File: src/rtl/fetch_unit.sv
// Instruction-fetch stage: holds the PC, requests words from a
// variable-latency instruction memory, registers the returned word for
// decode and advances sequentially or to a branch target on retirement.
// A halt or a misaligned branch target parks the stage until reset.
module fetch_unit #(
  parameter logic [15:0] RESET_PC  = 16'h0000,
  parameter logic [15:0] NOP_INSTR = 16'h0800
) (
  input  logic        i_clk,
  input  logic        i_rst,
  input  logic        i_stall,
  input  logic        i_halt,
  input  logic        i_branch_taken,
  input  logic [15:0] i_branch_target,
  input  logic        i_imem_rdy,
  input  logic [15:0] i_imem_data,
  output logic        o_imem_req,
  output logic [15:0] o_imem_addr,
  output logic [15:0] o_instr,
  output logic        o_instr_valid,
  output logic [15:0] o_pc,
  output logic [15:0] o_pc_plus2,
  output logic [15:0] o_retired,
  output logic        o_halted,
  output logic        o_err
);

  typedef enum logic [1:0] {
    S_FETCH  = 2'd0,
    S_VALID  = 2'd1,
    S_HALTED = 2'd2
  } state_t;

  state_t      r_state;
  state_t      w_next_state;
  logic [15:0] r_pc;
  logic [15:0] r_instr;
  logic [15:0] r_retired;
  logic        r_err;

  logic [15:0] w_pc_plus2;
  logic        w_fetch_done;
  logic        w_retire;
  logic        w_bad_target;

  assign w_pc_plus2   = r_pc + 16'd2;
  assign w_fetch_done = (r_state == S_FETCH) && i_imem_rdy;
  assign w_retire     = (r_state == S_VALID) && !i_stall;
  assign w_bad_target = i_branch_taken && i_branch_target[0];

  assign o_imem_addr = r_pc;
  assign o_pc        = r_pc;
  assign o_pc_plus2  = w_pc_plus2;
  assign o_instr     = r_instr;
  assign o_retired   = r_retired;
  assign o_err       = r_err;

  // Next-state selection and state-decoded handshake outputs.
  always_comb begin
    w_next_state  = r_state;
    o_imem_req    = 1'b0;
    o_instr_valid = 1'b0;
    o_halted      = 1'b0;
    case (r_state)
      S_FETCH: begin
        o_imem_req = 1'b1;
        if (i_imem_rdy) w_next_state = S_VALID;
      end
      S_VALID: begin
        o_instr_valid = 1'b1;
        if (!i_stall) begin
          if (i_halt || w_bad_target) w_next_state = S_HALTED;
          else                        w_next_state = S_FETCH;
        end
      end
      S_HALTED: begin
        o_halted = 1'b1;
      end
      default: begin
        w_next_state = S_FETCH;
      end
    endcase
  end

  // State register; reset abandons any outstanding memory request.
  always_ff @(posedge i_clk) begin
    if (!i_rst) r_state <= S_FETCH;
    else        r_state <= w_next_state;
  end

  // PC, instruction word, retirement count and sticky error.
  always_ff @(posedge i_clk) begin
    if (!i_rst) begin
      r_pc      <= RESET_PC;
      r_instr   <= NOP_INSTR;
      r_retired <= 16'd0;
      r_err     <= 1'b0;
    end else begin
      if (w_fetch_done) r_instr <= i_imem_data;
      if (w_retire) begin
        r_retired <= r_retired + 16'd1;
        if (!i_halt) begin
          if (w_bad_target)        r_err <= 1'b1;
          else if (i_branch_taken) r_pc  <= i_branch_target;
          else                     r_pc  <= w_pc_plus2;
        end
      end
    end
  end

endmodule

File: config.mk
export PLATFORM = sky130hd
export DESIGN_NAME = fetch_unit
export DESIGN_NICKNAME = d
export VERILOG_FILES = /design/src/rtl/fetch_unit.sv
export SDC_FILE = /design/constraint.sdc
export NUM_CORES = 1
export LEC_CHECK = 0
export ABC_AREA = 1
export ABC_CLOCK_PERIOD_IN_PS = 4100
export CAP_MARGIN = 20
export CORE_MARGIN = 2
export CORE_UTILIZATION = 46
export CTS_CLUSTER_DIAMETER = 80
export DETAILED_ROUTE_END_ITERATION = 16
export HOLD_SLACK_MARGIN = 0.06
export PLACE_DENSITY = 0.86
export SYNTH_ARGS = -nofsm -noshare
export SYNTH_HDL_FRONTEND = slang
export SYNTH_SLANG_ARGS = --single-unit
File: constraint.sdc
create_clock -name i_clk -period 4.1 [get_ports i_clk]
set_input_delay 0.82 -clock i_clk [delete_from_list [all_inputs] [get_ports i_clk]]
set_output_delay 0.82 -clock i_clk [all_outputs]
set_load 0.01 [all_outputs]
==> flow_metrics.env, run 1 <==
export IMPL_period_share=0.7260
export IMPL_grt_use_total=0.2219
export IMPL_dp_cells=590
export IMPL_clkSinkCount=51
export IMPL_drc=0
export IMPL_run_status="complete, no violations"
export IMPL_rows=28
export IMPL_holdBufCountCts=0
export IMPL_synth_top_area_frac=0.3627
export IMPL_worst_pin_slew_ps=728.7
export IMPL_fin_nets=562
export IMPL_cts_root_buf="clkbuf_8"
export IMPL_port_buffers=121
export IMPL_clock_latency_ps=300
export IMPL_timing_rr_end="o_imem_addr[13]"
export IMPL_hold_path_class="reg2reg"
export IMPL_ys_ff_latch=51
export IMPL_fmax_mhz=336.0
export IMPL_cap_viol_max_count=0
export IMPL_syn_area_sq_um=2815
export IMPL_r2r_start="r_state[0]"
export IMPL_cp_cell_sequence="ha_1, nand3_2, nor2_2, nand3_1, nand2_1, and2_1, clkdlybuf4s50_1"
export IMPL_grt_pass1_wl_microns=11870
export IMPL_syn2layout_area_growth_pct=43.69
export IMPL_numCtsBuffers=5
export IMPL_rsz0062_at_grt="false"
export IMPL_critical_path_arrival_ps=2160
export IMPL_clockBufferDepth=2
export IMPL_grt_start_max_net_pins=32
export IMPL_crit_fanout=6
export IMPL_grt_pass1_vias=2689
export IMPL_power_density_nw_per_um2=256.6
export IMPL_startpoint_type="flip-flop"
export IMPL_critPathTopFamily="simple AND/OR/NAND/NOR gates"
export IMPL_fin_skew_ps=6.981
export IMPL_cp_required_ps=3280
export IMPL_cts_setup_buffers=0
export IMPL_synth_edff_count=0
export IMPL_routedWlPerCell_microns=12.82
export IMPL_initial_core_util=0.4755
export IMPL_slowest_delay_ps=540
export IMPL_rr_worst_depth=8
export IMPL_async_flop_share=0
export IMPL_rrSetupSlack_ps=2450
export IMPL_drtAntennaViolNets=0
export IMPL_yosysTopAreaCell="dfxtp_1"
export IMPL_yosysSeqAreaShare=0.3627
export IMPL_routed_wl_microns=7655
export IMPL_drive_gt1_frac=0.06513
export IMPL_viasPerCell=5.012
export IMPL_hold_end="o_imem_addr[0]"
export IMPL_path_buf_inv=1
export IMPL_n_fill_cell=509
export IMPL_final_cell_count_no_fill=597
export IMPL_yosys_warnings=0
export IMPL_synth_nets=460
export IMPL_cts_resized_gates=0
export IMPL_coreArea_sq_um=5921
export IMPL_layout_common_cells="clkdlybuf4s50_1 (121), nand2_1 (98), nor2_1 (76), dfxtp_1 (51), inv_1 (47)"
export IMPL_fin_crit_ps=2976
export IMPL_slew_headroom=0.5137
export IMPL_ir_drop_mv=0.1547
export IMPL_antenna_found_initial=0
export IMPL_first_pass_iters=4
export IMPL_synth_area_leaders="dfxtp_1 (36%), nand2_1 (13%), nor2_1 (10%), inv_1 (6.3%), buf_4 (5.1%)"
export IMPL_holdPathStages=2
export IMPL_h_tree_depth=2
export IMPL_fin_setup_tns_ps=0
export IMPL_design_die_area_sq_um=6762
export IMPL_routabilityCongestion=1.051
export IMPL_cts_tree="done"
export IMPL_drt_initial_drc_count=136
export IMPL_die_x_microns=82.23
export IMPL_synthDistinctLibCells=35
export IMPL_clk_pin_slew_worst_paths_ps=90
export IMPL_setup_violations=0
export IMPL_leakage_nw=1.620
export IMPL_hpwl_microns=5701
export IMPL_layout_commonest_cell="clkdlybuf4s50_1"
export IMPL_io_pins=122
export IMPL_overflow=0
export IMPL_cp_slowest_cell="clkdlybuf4s50_1"
export IMPL_hold_viol_final=0
export IMPL_hold_path_startpoint="o_imem_addr[0]"
export IMPL_fp_dieH_microns=82.23
export IMPL_slew_violations=0
export IMPL_via_count=2992
export IMPL_diodes=0
export IMPL_worstSetupPathType="reg2out"
export IMPL_ys_flop_type="dfxtp_1"
export IMPL_avgSynthCellArea_sq_um=6.703
export IMPL_syn_inst=420
export IMPL_crit_path_end_kind="primary output"
-- kinds of logic after synthesis --
| group | count (synthesis) | share of synthesized area |
|---|---|---|
| AOI/OAI and AO/OA | 55 | 0.1071 |
| and+or+nand+nor | 229 | 0.3671 |
| DFF | 51 | 0.3627 |
| buffers and inverters | 77 | 0.1356 |
| adders and majority gates | 2 | 0.008887 |
| xor gates and xnor gates | 6 | 0.01867 |
-- how the worst max path moves through the flow --
| stage | slack (ps) | endpoint | startpoint | cells after the start |
|---|---|---|---|---|
| final | 1120 | o_pc_plus2[11] | o_imem_addr[1] | 7 |
| after global routing | 930 | o_pc_plus2[11] | o_imem_addr[1] | 7 |
| after CTS | 1130 | o_pc_plus2[11] | o_imem_addr[1] | 7 |
| after detailed placement | 1460 | o_pc_plus2[11] | o_imem_addr[1] | 7 |
| after global placement | 1530 | o_pc_plus2[11] | o_imem_addr[1] | 7 |
| after floorplan | 2020 | o_pc_plus2[11] | o_imem_addr[1] | 6 |
-- cell type report --
class | count | area [sq um] | share of cell area
Clock buffer | 5 | 68.82 | 0.01701
Clock inverter | 2 | 37.54 | 0.009279
Inverter | 50 | 192.7 | 0.04763
Multi-Input combinational cell | 292 | 1413 | 0.3492
Sequential cell | 51 | 1021 | 0.2524
Tap cell | 75 | 93.84 | 0.02320
Timing Repair Buffer | 122 | 1219 | 0.3013
-- flip-flops by register name, indices dropped and copies added (netlist names) --
register and flops:
o_err 1, o_imem_addr 16, o_instr 16, o_retired 16
r_state 2
-- worst reg2reg max path, delay by kind of cell (launching register included) --
| kind | cells | cell delay (ps) |
|---|---|---|
| and+or+nand+nor | 6 | 1010 |
| AOI/OAI and AO/OA | 1 | 130 |
| buffers and inverters | 1 | 40 |
| DFF | 1 | 400 |
-- metal layers --
metal,share of wire,vias up,GRT usage,routed length [microns]
met5,0,-,0,0
met4,0.0064,0,0.05000,49
met3,0.079,6,0.06522,606
met2,0.47,96,0.3839,3622
met1,0.44,1382,0.2710,3377
li1,-,1508,-,-
-- synth_stat cells (2+ instances only) --
cell / count
a21oi_1: 18
a21oi_2: 2
a31oi_1: 4
and2_1: 4
buf_4: 19
buf_6: 2
clkbuf_1: 5
dfxtp_1: 51
ha_1: 2
inv_1: 47
inv_2: 2
nand2_1: 98
nand2_2: 4
nand2_4: 2
nand3_1: 18
nand4_1: 7
nor2_1: 76
nor2_2: 4
nor2_4: 3
nor3_1: 7
nor3_2: 2
o21ai_0: 25
o21ai_1: 2
xnor2_1: 2
xor2_1: 4
-- per-stage QoR --
step	power (mW)	setup slack [ps]	hold slack (ps)	instance area (sq um)	util
after floorplan	0.6135	2018	484.6	2815	-
after global placement	0.7042	1525	455.1	3939	0.6653
after detailed placement	0.7074	1460	454.7	3939	0.6653
after CTS	1.045	1127	478.0	4045	0.6832
after global routing	1.084	926.0	513.4	4045	0.6832
final	1.038	1124	474.3	4045	0.6832
-- where the power goes --
part / leakage [nW] / switching, mW / internal (mW)
clock: 0.0502 / 0.164 / 0.179
combinational: 1.15 / 0.0773 / 0.0906
sequential: 0.415 / 0.0137 / 0.514
No activity file was read; power rests on OpenSTA's default activity.
==> inputs of run 2 (changes only) <==
- ABC_CLOCK_PERIOD_IN_PS: 4100 -> 3100
- CORE_UTILIZATION: 46 -> 43
- PLACE_DENSITY: 0.86 -> 0.81
- clock period: 4.1 -> 3.1 ns (I/O delays scaled with it)
==> run 2 against run 1 <==
Against the previous run: sequential cell count stayed put; die area is 6.6% higher; worst setup slack worse by 820 ps; final area is 0.12% lower; first-iteration DRC count is 21% lower; clock power is 18% higher; routed wire length is 2.4% higher; utilization is 4.7 points lower; sequential power is 32% higher; total power is 28% higher; critical path depth stayed put; critical path type unchanged; count of clock-buffer cells in the layout is 1 higher.
==> flow_metrics.env, run 2 (synthesis gave the netlist of run 1 again) <==
export IMPL_layout_commonest_cell="clkdlybuf4s50_1"
export IMPL_rsz0062_at_grt="false"
export IMPL_drive_gt1_frac=0.06692
export IMPL_fin_crit_ps=2796
export IMPL_initial_core_util=0.4433
export IMPL_overflow=0
export IMPL_period_share=0.9021
export IMPL_power_density_nw_per_um2=327.9
export IMPL_antenna_found_initial=0
export IMPL_fin_setup_tns_ps=0
export IMPL_h_tree_depth=2
export IMPL_clkSinkCount=51
export IMPL_r2r_start="r_state[1]"
export IMPL_routabilityCongestion=0.9530
export IMPL_design_die_area_sq_um=7211
export IMPL_port_buffers=121
export IMPL_cts_root_buf="clkbuf_8"
export IMPL_holdBufCountCts=0
export IMPL_routedWlPerCell_microns=13.07
export IMPL_slew_headroom=0.5048
export IMPL_crit_fanout=6
export IMPL_worstSetupPathType="reg2out"
export IMPL_leakage_nw=1.617
export IMPL_final_cell_count_no_fill=600
export IMPL_rows=29
export IMPL_grt_pass1_vias=2817
export IMPL_hold_viol_final=0
export IMPL_routed_wl_microns=7840
export IMPL_pre_cts_slack_ps=669.4
export IMPL_clock_latency_ps=300
export IMPL_setup_ws_ps=303.5
export IMPL_fin_nets=562
export IMPL_clockBufferDepth=2
export IMPL_cts_tree="done"
export IMPL_fin_skew_ps=8.843
export IMPL_grt_pass1_wl_microns=13200
export IMPL_slew_violations=0
export IMPL_critical_path_arrival_ps=2180
export IMPL_clk_pin_slew_worst_paths_ps=100
export IMPL_cp_startpoint="o_imem_addr[1]"
export IMPL_dp_cells=592
export IMPL_io_pins=122
export IMPL_startpoint_type="flip-flop"
export IMPL_fmax_mhz=357.6
export IMPL_coreArea_sq_um=6350
export IMPL_drc=0
export IMPL_via_count=2966
export IMPL_viasPerCell=4.943
export IMPL_fp_dieH_microns=84.92
export IMPL_setup_violations=0
export IMPL_grt_use_total=0.2198
export IMPL_layout_common_cells="clkdlybuf4s50_1 (121), nand2_1 (98), nor2_1 (76), dfxtp_1 (51), inv_1 (47)"
export IMPL_run_status="complete, no violations"
export IMPL_grt_start_max_net_pins=31
export IMPL_cts_resized_gates=0
export IMPL_drt_initial_drc_count=107
export IMPL_numCtsBuffers=5
export IMPL_cp_required_ps=2480
export IMPL_worst_pin_slew_ps=741.9
export IMPL_ir_drop_mv=0.1977
export IMPL_totalPowerFinal_mw=1.325
export IMPL_hpwl_microns=5903
export IMPL_drtAntennaViolNets=0
export IMPL_hold_path_startpoint="o_instr[11]"
export IMPL_cts_setup_buffers=0
export IMPL_first_pass_iters=4
export IMPL_cap_viol_max_count=0
export IMPL_die_x_microns=84.92
export IMPL_crit_path_end_kind="primary output"
export IMPL_hold_path_class="reg2reg"
export IMPL_diodes=0
export IMPL_syn2layout_area_growth_pct=43.51
-- run 2: where the power goes --
group	total [mW]	internal (mW)	leakage (nW)	switching (mW)
Combinational	0.222	0.120	1.15	0.102
Sequential	0.698	0.680	0.415	0.0175
Clock	0.405	0.183	0.0474	0.223
-- run 2: stage by stage --
stage	utilization	hold slack [ps]	instance area [sq um]
final	0.6363	478.4	4040
after global routing	0.6363	512.1	4040
after CTS	0.6363	482.5	4040
after detailed placement	0.6207	459.8	3941
after global placement	0.6207	451.8	3941
after floorplan	-	484.6	2815
-- run 2: layout make-up --
type                    count  area [sq um]
clock buffers               6         82.58
clock inverters             2         16.27
fillers                   580          2310
inverters                  50         192.7
multi-input cells         292          1413
flip-flops and latches     51          1021
well taps                  77         96.34
repair buffers            122          1219
-- run 2: worst max-delay path, stage by stage (launching register included) --
cell and delay [ps]:
dfxtp_1 420, ha_1 230, nand3_2 130, nor2_2 230, nand3_1 110, nand2_1 90
and2_1 120, clkdlybuf4s50_1 530
-- run 2: final timing paths --
kind	to	slack, ps	cells past startpoint
hold reg to reg	o_instr[11]	480	2
setup / recovery	o_pc_plus2[11]	300	7
hold / removal	o_instr[11]	480	2
setup reg to reg	o_imem_addr[13]	1440	9
-- run 2: metal layers --
layer	routed length (microns)	global-route usage	share of wire	vias to the layer above
met5	0	0	0	-
met4	44	0.03319	0.0056	0
met3	577	0.06031	0.074	8
met2	3700	0.3758	0.47	98
met1	3518	0.2840	0.45	1354
li1	-	-	-	1506
==> inputs of run 3 (changes only) <==
- ABC_CLOCK_PERIOD_IN_PS: 3100 -> 2920
- clock period: 3.1 -> 2.92 ns (I/O delays scaled with it)
==> run 3 against run 2 <==
Against the previous run: highest routed layer unchanged; first-iteration DRC count up 21%; hold slack worse by 1.1 ps; via count down 0.57%; critical endpoint unchanged; largest cell class unchanged; sequential share of layout area unchanged.
==> flow_metrics.env, run 3 (synthesis gave the netlist of run 1 again) <==
export IMPL_grt_pass1_wl_microns=13130
export IMPL_worst_pin_slew_ps=732.2
export IMPL_hold_path_class="reg2reg"
export IMPL_cts_setup_buffers=0
export IMPL_worstSetupPathType="reg2out"
export IMPL_pwr_share_clk=0.308
export IMPL_drc=0
export IMPL_combPwrFrac=0.167
export IMPL_drtAntennaViolNets=0
export IMPL_cap_viol_max_count=0
export IMPL_cts_tree="done"
export IMPL_crit_fanout=6
export IMPL_hold_viol_final=0
export IMPL_hold_path_startpoint="o_imem_addr[0]"
export IMPL_clkSinkCount=51
export IMPL_cp_required_ps=2340
export IMPL_r2r_start="r_state[1]"
export IMPL_die_x_microns=84.92
export IMPL_viasPerCell=4.915
export IMPL_routabilityCongestion=0.9530
export IMPL_rsz0062_at_grt="false"
export IMPL_grt_use_total=0.2192
export IMPL_critical_path_arrival_ps=2150
export IMPL_drive_gt1_frac=0.06692
export IMPL_io_pins=122
export IMPL_fin_crit_ps=2732
export IMPL_n_fill_cell=584
export IMPL_diodes=0
export IMPL_fp_dieH_microns=84.92
export IMPL_rows=29
export IMPL_initial_core_util=0.4433
export IMPL_clk_pin_slew_worst_paths_ps=100
export IMPL_fin_setup_tns_ps=0
export IMPL_run_status="complete, no violations"
export IMPL_fmax_mhz=366.0
export IMPL_cts_root_buf="clkbuf_8"
export IMPL_cp_cell_sequence="ha_1, nand3_2, nor2_2, nand3_1, nand2_1, and2_1, clkdlybuf4s50_1"
export IMPL_routedWlPerCell_microns=13.06
export IMPL_fin_nets=562
export IMPL_sw_frac_of_total=0.2606
export IMPL_clockBufferDepth=2
export IMPL_intPower_mw=1.043
export IMPL_ir_drop_mv=0.2769
export IMPL_via_count=2949
export IMPL_h_tree_depth=2
export IMPL_first_pass_iters=4
export IMPL_design_die_area_sq_um=7211
export IMPL_drt_initial_drc_count=130
export IMPL_startpoint_type="flip-flop"
export IMPL_setup_ws_ps=187.9
export IMPL_slowest_delay_ps=530
export IMPL_cts_resized_gates=0
export IMPL_regArea_sq_um=1021
export IMPL_syn2layout_area_growth_pct=43.51
export IMPL_overflow=0
export IMPL_multi_input_area_sq_um=1413
export IMPL_coreArea_sq_um=6350
export IMPL_grt_pass1_vias=2805
export IMPL_port_buffers=121
export IMPL_power_frac_seq=0.525
export IMPL_switching_power_mw=0.3677
export IMPL_grt_start_max_net_pins=31
export IMPL_power_density_nw_per_um2=349.2
export IMPL_clock_latency_ps=300
export IMPL_numCtsBuffers=5
export IMPL_setup_violations=0
export IMPL_antenna_found_initial=0
export IMPL_layout_commonest_cell="clkdlybuf4s50_1"
export IMPL_fin_skew_ps=9.450
export IMPL_hpwl_microns=5879
export IMPL_crit_path_end_kind="primary output"
export IMPL_slew_violations=0
export IMPL_holdBufCountCts=0
export IMPL_cp_startpoint="o_imem_addr[1]"
export IMPL_pre_cts_slack_ps=524.3
export IMPL_leakage_nw=1.617
export IMPL_cp_slowest_cell="clkdlybuf4s50_1"
export IMPL_layout_common_cells="clkdlybuf4s50_1 (121), nand2_1 (98), nor2_1 (76), dfxtp_1 (51), inv_1 (47)"
export IMPL_period_share=0.9356
export IMPL_routed_wl_microns=7838
export IMPL_slew_headroom=0.5114
run 3: cell counts in the layout (fill, tap and decap cells not counted):
No cell type changed its count.
run 3: path summary, 6_finish.rpt:
| kind | cells after the start | endpoint | slack [ps] |
|---|---|---|---|
| max | 7 | o_pc_plus2[11] | 190 |
| min | 2 | o_imem_addr[0] | 480 |
| max reg2reg | 9 | o_imem_addr[6] | 1290 |
| min reg2reg | 2 | o_imem_addr[0] | 480 |
run 3: cell type report:
cell class,count,share of cell area
multi-input combinational,292,0.3496
timing repair buffer,122,0.3016
sequential,51,0.2527
inverter,50,0.04769
tap,77,0.02385
clock buffer,6,0.02044
clock inverter,2,0.004026
run 3: power groups by stage:
stage	Combinational (mW)	Sequential [mW]	Clock, mW
CTS	0.238	0.741	0.445
global placement	0.233	0.756	0
floorplan	0.0946	0.767	0
finish	0.236	0.741	0.435
detailed placement	0.237	0.757	0
global route	0.258	0.745	0.473
run 3: critical path, delay by kind of cell (launching register included):
family,cells,cell delay [ps]
DFF,1,420
buffers and inverters,1,530
and+or+nand+nor,5,670
adders and majority gates,1,230
run 3: through the flow:
step	hold slack (ps)	util	power, mW	std cells	cell area [sq um]
after CTS	482.8	0.6363	1.424	600	4040
after detailed placement	459.8	0.6207	0.9937	592	3941
after floorplan	484.6	-	0.8614	420	2815
after global routing	512.4	0.6363	1.476	600	4040
after global placement	451.8	0.6207	0.9890	592	3941
final	477.3	0.6363	1.411	600	4040
run 3: layer usage:
metal | global-route usage | routed length [microns]
met3 | 0.05934 | 625
met2 | 0.3708 | 3718
met1 | 0.2866 | 3463
met4 | 0.03463 | 29
met5 | 0 | 0
==> RTL change 1, RTL diff (settings of run 3) <==
Re-encode `state_t` (3 states) as one-hot, 3 bits wide.
--- a/src/rtl/fetch_unit.sv
+++ b/src/rtl/fetch_unit.sv
@@ -25,10 +25,10 @@
   output logic        o_err
 );
 
-  typedef enum logic [1:0] {
-    S_FETCH  = 2'd0,
-    S_VALID  = 2'd1,
-    S_HALTED = 2'd2
+  typedef enum logic [2:0] {
+    S_FETCH  = 3'b001,
+    S_VALID  = 3'b010,
+    S_HALTED = 3'b100
   } state_t;
 
   state_t      r_state;
Function: same outputs for any inputs over 10 cycles, from zero or initial values and one cycle with i_rst low; not proved beyond that.
==> RTL change 1 against run 3 <==
- power is 11% higher
- sequential cell count is 1 higher
- cell area is 1.9% higher
- global-route usage is 0.46 points lower
- worst hold slack better by 11 ps
- via count is 5.0% higher
- register-to-register slack worse by 130 ps
- count of clock-buffer cells in the layout is 1 lower
- wire length is 3.4% higher
- worst setup slack better by 7.4 ps
- area after synthesis is 2.5% higher
- maximum frequency is 0.27% higher
- critical endpoint is now o_pc_plus2[13]
- highest routed layer unchanged
==> RTL change 1: results (changes against run 3) <==
* Status: completed
* Met3 WL post-DR at 506 um (-19%)
* R2r endpoint: o_imem_addr[11]$_SDFFE_PN0P_
* All-Layer GR Usage at 0.215 (-0.00459)
* Synth cell count leaders: nand2_1 (95), nor2_1 (90), dfxtp_1 (52)
* Vias in the first global route at 2764 (-1.5%)
* Synth Net Count at 480 (+4.3%)
* Leakage power at 1.68 nW (+3.9%)
* Sw Share at 0.292 (+0.0319)
* Dpl hpwl at 6.11 mm (+4.0%)
* Comb pwr at 0.346 mW (+47%)
* Detailed route wirelength on metal2 at 3.79 mm (+1.8%)
* Non-filler cells in the finished layout at 621 (+3.5%)
* Post-Synth Adder-Cell Area at 0.00867 (-0.000216)
* Initial drt markers at 111 (-15%)
* FF-to-FF Start: r_state[0]$_SDFFE_PN1P_
* Post-Synth XOR/XNOR Area at 0.0182 (-0.000453)
* Placer Congestion at 0.861 (-9.6%)
* Power Sequential at 0.788 mW (+6.3%)
* Seq/Total Area, Yosys at 0.361 (-0.00187)
* Number of flip-flops and latches at 52 (+2.0%)
* Multi-input logic cell count at 309 (+5.8%)
* Signal buffers share of area at 0.301 (about the same)
* Drt wl/cell at 13.1 um (about the same)
* Drt via density at 4.98 (+1.4%)
* WL met1 at 3.72 mm (+7.3%)
* Global Route met1 Usage at 0.293 (+0.00653)
* Worst relative slew slack at 0.715 (+0.204)
* ClkCell Share at 0.0234 (-0.00107)
* Seq area share at 0.253 (+0.000404)
* Number of non-clock buffers at 125 (+2.5%)
* Pre-CTS WS at 521 ps (-3.32 ps)
* Clk_skew at 5.07 ps (-4.38 ps)
* Hold WS at 489 ps (+11.4 ps)
* Syn Area/Cell at 6.56 um^2 (-2.2%)
* Final Net Count at 583 (+3.7%)
* Layout cell share with drive strength beyond 1 at 0.0533 (-0.0136)
* Worst IR drop on VDD at 0.000209 V (-24%)
* Setup slack, reg-to-reg at 1160 ps (-130 ps)
* Clk pwr at 0.438 mW
* I/O Buffers at 121 (unchanged)
* CP max-delay cell: clkdlybuf4s50_1
* Area occupied by multi-input gates at 0.00145 mm^2 (+2.9%)
* Largest net degree at the start of global routing at 34 (+9.7%)
* Reg2Reg Depth at 8 (-1)
* Util after Layout at 0.641 (+0.00489)
* Post-synth cell types at 32 (-8.6%)
* CP top delay family: buffers and inverters
* Hold Path Origin: o_retired[2]$_SDFFE_PN0N_
* Complex-gate fraction of the synthesized area at 0.113 (+0.00607)
* Placed Area at 0.00402 mm^2 (+1.9%)
* Synth area leaders: dfxtp_1 (36%), nand2_1 (12%), nor2_1 (12%)
* Mapped cell area at 0.00289 mm^2 (+2.5%)
* Layout fillers at 561 (-3.9%)
* GRT met3 Usage at 0.0318 (-0.0276)
* Placed instance count at 613 (+3.5%)
* Share of the synthesized area in the top cell type at 0.361 (-0.00187)
* GR Layer Usage met2 at 0.347 (-0.0234)
[RTL change 1: changes by cell type in the layout (fill, tap and decap cells not counted), sizes merged, moves of 2 or more]
cell	change
o21ai	+7
nand3	+3
nand3b	+3
a31oi	-3
buf	+3
nor3	-4
nand4	+4
and2	-2
a21oi	+6
nor2	+9
nand2	-6
[RTL change 1: worst max path at each step]
stage	to	slack (ps)	startpoint	cells past startpoint
global route	o_pc_plus2[11]	20	o_imem_addr[5]$_SDFFE_PN0P_	7
CTS	o_pc_plus2[13]	140	o_imem_addr[1]$_SDFFE_PN0P_	7
detailed placement	o_pc_plus2[13]	520	o_imem_addr[1]$_SDFFE_PN0P_	7
floorplan	o_pc_plus2[7]	1120	o_imem_addr[1]$_SDFFE_PN0P_	5
global placement	o_pc_plus2[13]	580	o_imem_addr[1]$_SDFFE_PN0P_	7
finish	o_pc_plus2[13]	200	o_imem_addr[2]$_SDFFE_PN0P_	7
==> RTL change 2, RTL diff (settings of run 3) <==
Made on the original files. `NOP_INSTR`: 16'h0800 -> 16'h0600.
--- a/src/rtl/fetch_unit.sv
+++ b/src/rtl/fetch_unit.sv
@@ -4,7 +4,7 @@
 // A halt or a misaligned branch target parks the stage until reset.
 module fetch_unit #(
   parameter logic [15:0] RESET_PC  = 16'h0000,
-  parameter logic [15:0] NOP_INSTR = 16'h0800
+  parameter logic [15:0] NOP_INSTR = 16'h0600
 ) (
   input  logic        i_clk,
   input  logic        i_rst,
Behaviour: not the same (a bounded check fails within 4 cycles, from zero or initial values and one cycle with i_rst low).
==> RTL change 2 against run 3 <==
- sequential power is essentially flat
- sequential cell count is the same
- register-to-register slack gained 20 ps
- area after synthesis grew 2.7%
- clock power grew 34%
- critical path type unchanged
- count of clock-buffer cells in the layout shrank 1
- maximum frequency shrank 1.7%
- clock skew shrank 4.3 ps
- wire length shrank 5.2%
- critical endpoint is now o_pc_plus2[13]
- cell area grew 2.7%
- worst hold slack gained 3.1 ps
- worst setup slack lost 46 ps
- power grew 11%
==> RTL change 2: results (changes against run 3) <==
* Status: completed
* Worst IR drop on VDD at 0.000170 V (-39%)
* Layout fillers at 597 (+2.2%)
* Seq/Total Area, Yosys at 0.353 (-0.00942)
* Synth cell count leaders: nand2_1 (96), nor2_1 (71), dfxtp_1 (51)
* Slew @ Worst Pin at 749 ps (+16.7 ps)
* Placer Congestion at 0.876 (-8.0%)
* Clk_skew at 5.15 ps (-4.30 ps)
* Drt via density at 4.83 (-1.8%)
* Leakage power at 1.64 nW (+1.2%)
* Worst Hold End: o_err$_SDFFE_PN0P_
* Largest net degree at the start of global routing at 32 (+3.2%)
* First-pass GRT wire length at 12.2 mm (-7.1%)
* Layout cell share with drive strength beyond 1 at 0.101 (+0.0344)
* Final wirelength at 7.43 mm (-5.2%)
* R2r endpoint: o_imem_addr[7]$_SDFFE_PN0P_
* Worst Path Arrival at 2190 ps (+40 ps)
* Placed instance count at 592 (unchanged)
* Setup slack, reg-to-reg at 1310 ps (+20 ps)
* Via count at 2895 (-1.8%)
* Post-Synthesis Cells at 419 (-0.24%)
* Worst-path fanout max at 6 (unchanged)
* Hold Path Origin: o_err$_SDFFE_PN0P_
* Synth Net Count at 459 (-0.22%)
* Post-CTS Resized at 0 (unchanged)
* All-Layer GR Usage at 0.201 (-0.0181)
* P_sw at 0.368 mW (+0.12%)
* Reg2Reg Depth at 7 (-2)
* Clk_lat worst skew at 300 ps (about the same)
* Vias in the first global route at 2724 (-2.9%)
* Post-synth cell types at 37 (+5.7%)
* Synth area leaders: dfxtp_1 (35%), nand2_1 (12%), nor2_1 (9.2%)
* Share of flip-flops with an asynchronous set or reset at 0 (unchanged)
* FF-to-FF Start: o_imem_addr[1]$_SDFFE_PN0P_
* Initial drt markers at 78 (-40%)
* Pre-antenna DRT Iters at 6 (+2)
* Hold WS at 480 ps (+3.12 ps)
* Dpl hpwl at 5.64 mm (-4.0%)
## RTL change 2: changes by cell type after synthesis, sizes merged, moves of 2 or more
cell and delta:
nand4 -3, nor2 -2, inv -3, nand2 +6
## RTL change 2: routing by layer
metal	GRT usage	share of wire
met5	0	0
met2	0.355	0.49
met3	0.0433	0.079
met4	0.0563	0.010
met1	0.245	0.42
## RTL change 2: worst max path at each step
| stage | slack [ps] | end | cells after the start | start |
|---|---|---|---|---|
| after CTS | 120 | o_pc_plus2[13] | 7 | o_imem_addr[1]$_SDFFE_PN0P_ |
| final | 140 | o_pc_plus2[13] | 7 | o_imem_addr[1]$_SDFFE_PN0P_ |
| after detailed placement | 470 | o_pc_plus2[13] | 7 | o_imem_addr[1]$_SDFFE_PN0P_ |
| after global routing | -20 | o_pc_plus2[13] | 7 | o_imem_addr[1]$_SDFFE_PN0P_ |
| after floorplan | 1050 | o_pc_plus2[11] | 6 | o_imem_addr[1]$_SDFFE_PN0P_ |
| after global placement | 520 | o_pc_plus2[13] | 7 | o_imem_addr[1]$_SDFFE_PN0P_ |
## RTL change 2: cell families (layout without fill, tap and decap cells)
family / count (synthesis) / in the layout / share of synthesized area
flip-flops: 51 / 51 / 0.353
AND/OR/NAND/NOR: 230 / 230 / 0.380
adder cells (fa/ha/maj): 2 / 2 / 0.00866
buffers and inverters: 75 / 179 / 0.134
AO/OA/AOI/OAI: 55 / 55 / 0.106
XOR/XNOR: 6 / 6 / 0.0182
## RTL change 2: final cells by class
cell class | count | area share
Multi-Input combinational cell | 293 | 0.357
Clock inverter | 3 | 0.0163
Clock buffer | 5 | 0.0166
Tap cell | 77 | 0.0232
Timing Repair Buffer | 123 | 0.296
Sequential cell | 51 | 0.246
Inverter | 48 | 0.0449
## RTL change 2: power by group through the flow
stage          clock network, mW  logic [mW]  registers, mW
2_1_floorplan                  0      0.0971          0.767
3_3_place_gp                   0       0.237          0.756
3_5_place_dp                   0       0.239          0.757
4_1_cts                    0.595       0.241          0.741
5_1_grt                    0.617       0.261          0.744
6_report                   0.583       0.238          0.740
## RTL change 2: per-stage QoR
stage | utilization | setup slack (ps) | instance area (um^2)
2_1_floorplan | - | 1050 | 2890
3_3_place_gp | 0.625 | 521 | 4010
3_5_place_dp | 0.625 | 467 | 4010
4_1_cts | 0.646 | 116 | 4150
5_1_grt | 0.646 | -18.0 | 4150
6_report | 0.646 | 142 | 4150
## RTL change 2: critical path, stage by stage (launching register included)
cell and delay, ps:
dfxtp_1 440, ha_1 230, nand3_2 140, nor3_2 260
nand2_1 80, nand2_1 80, and2_1 120, clkdlybuf4s50_1 530
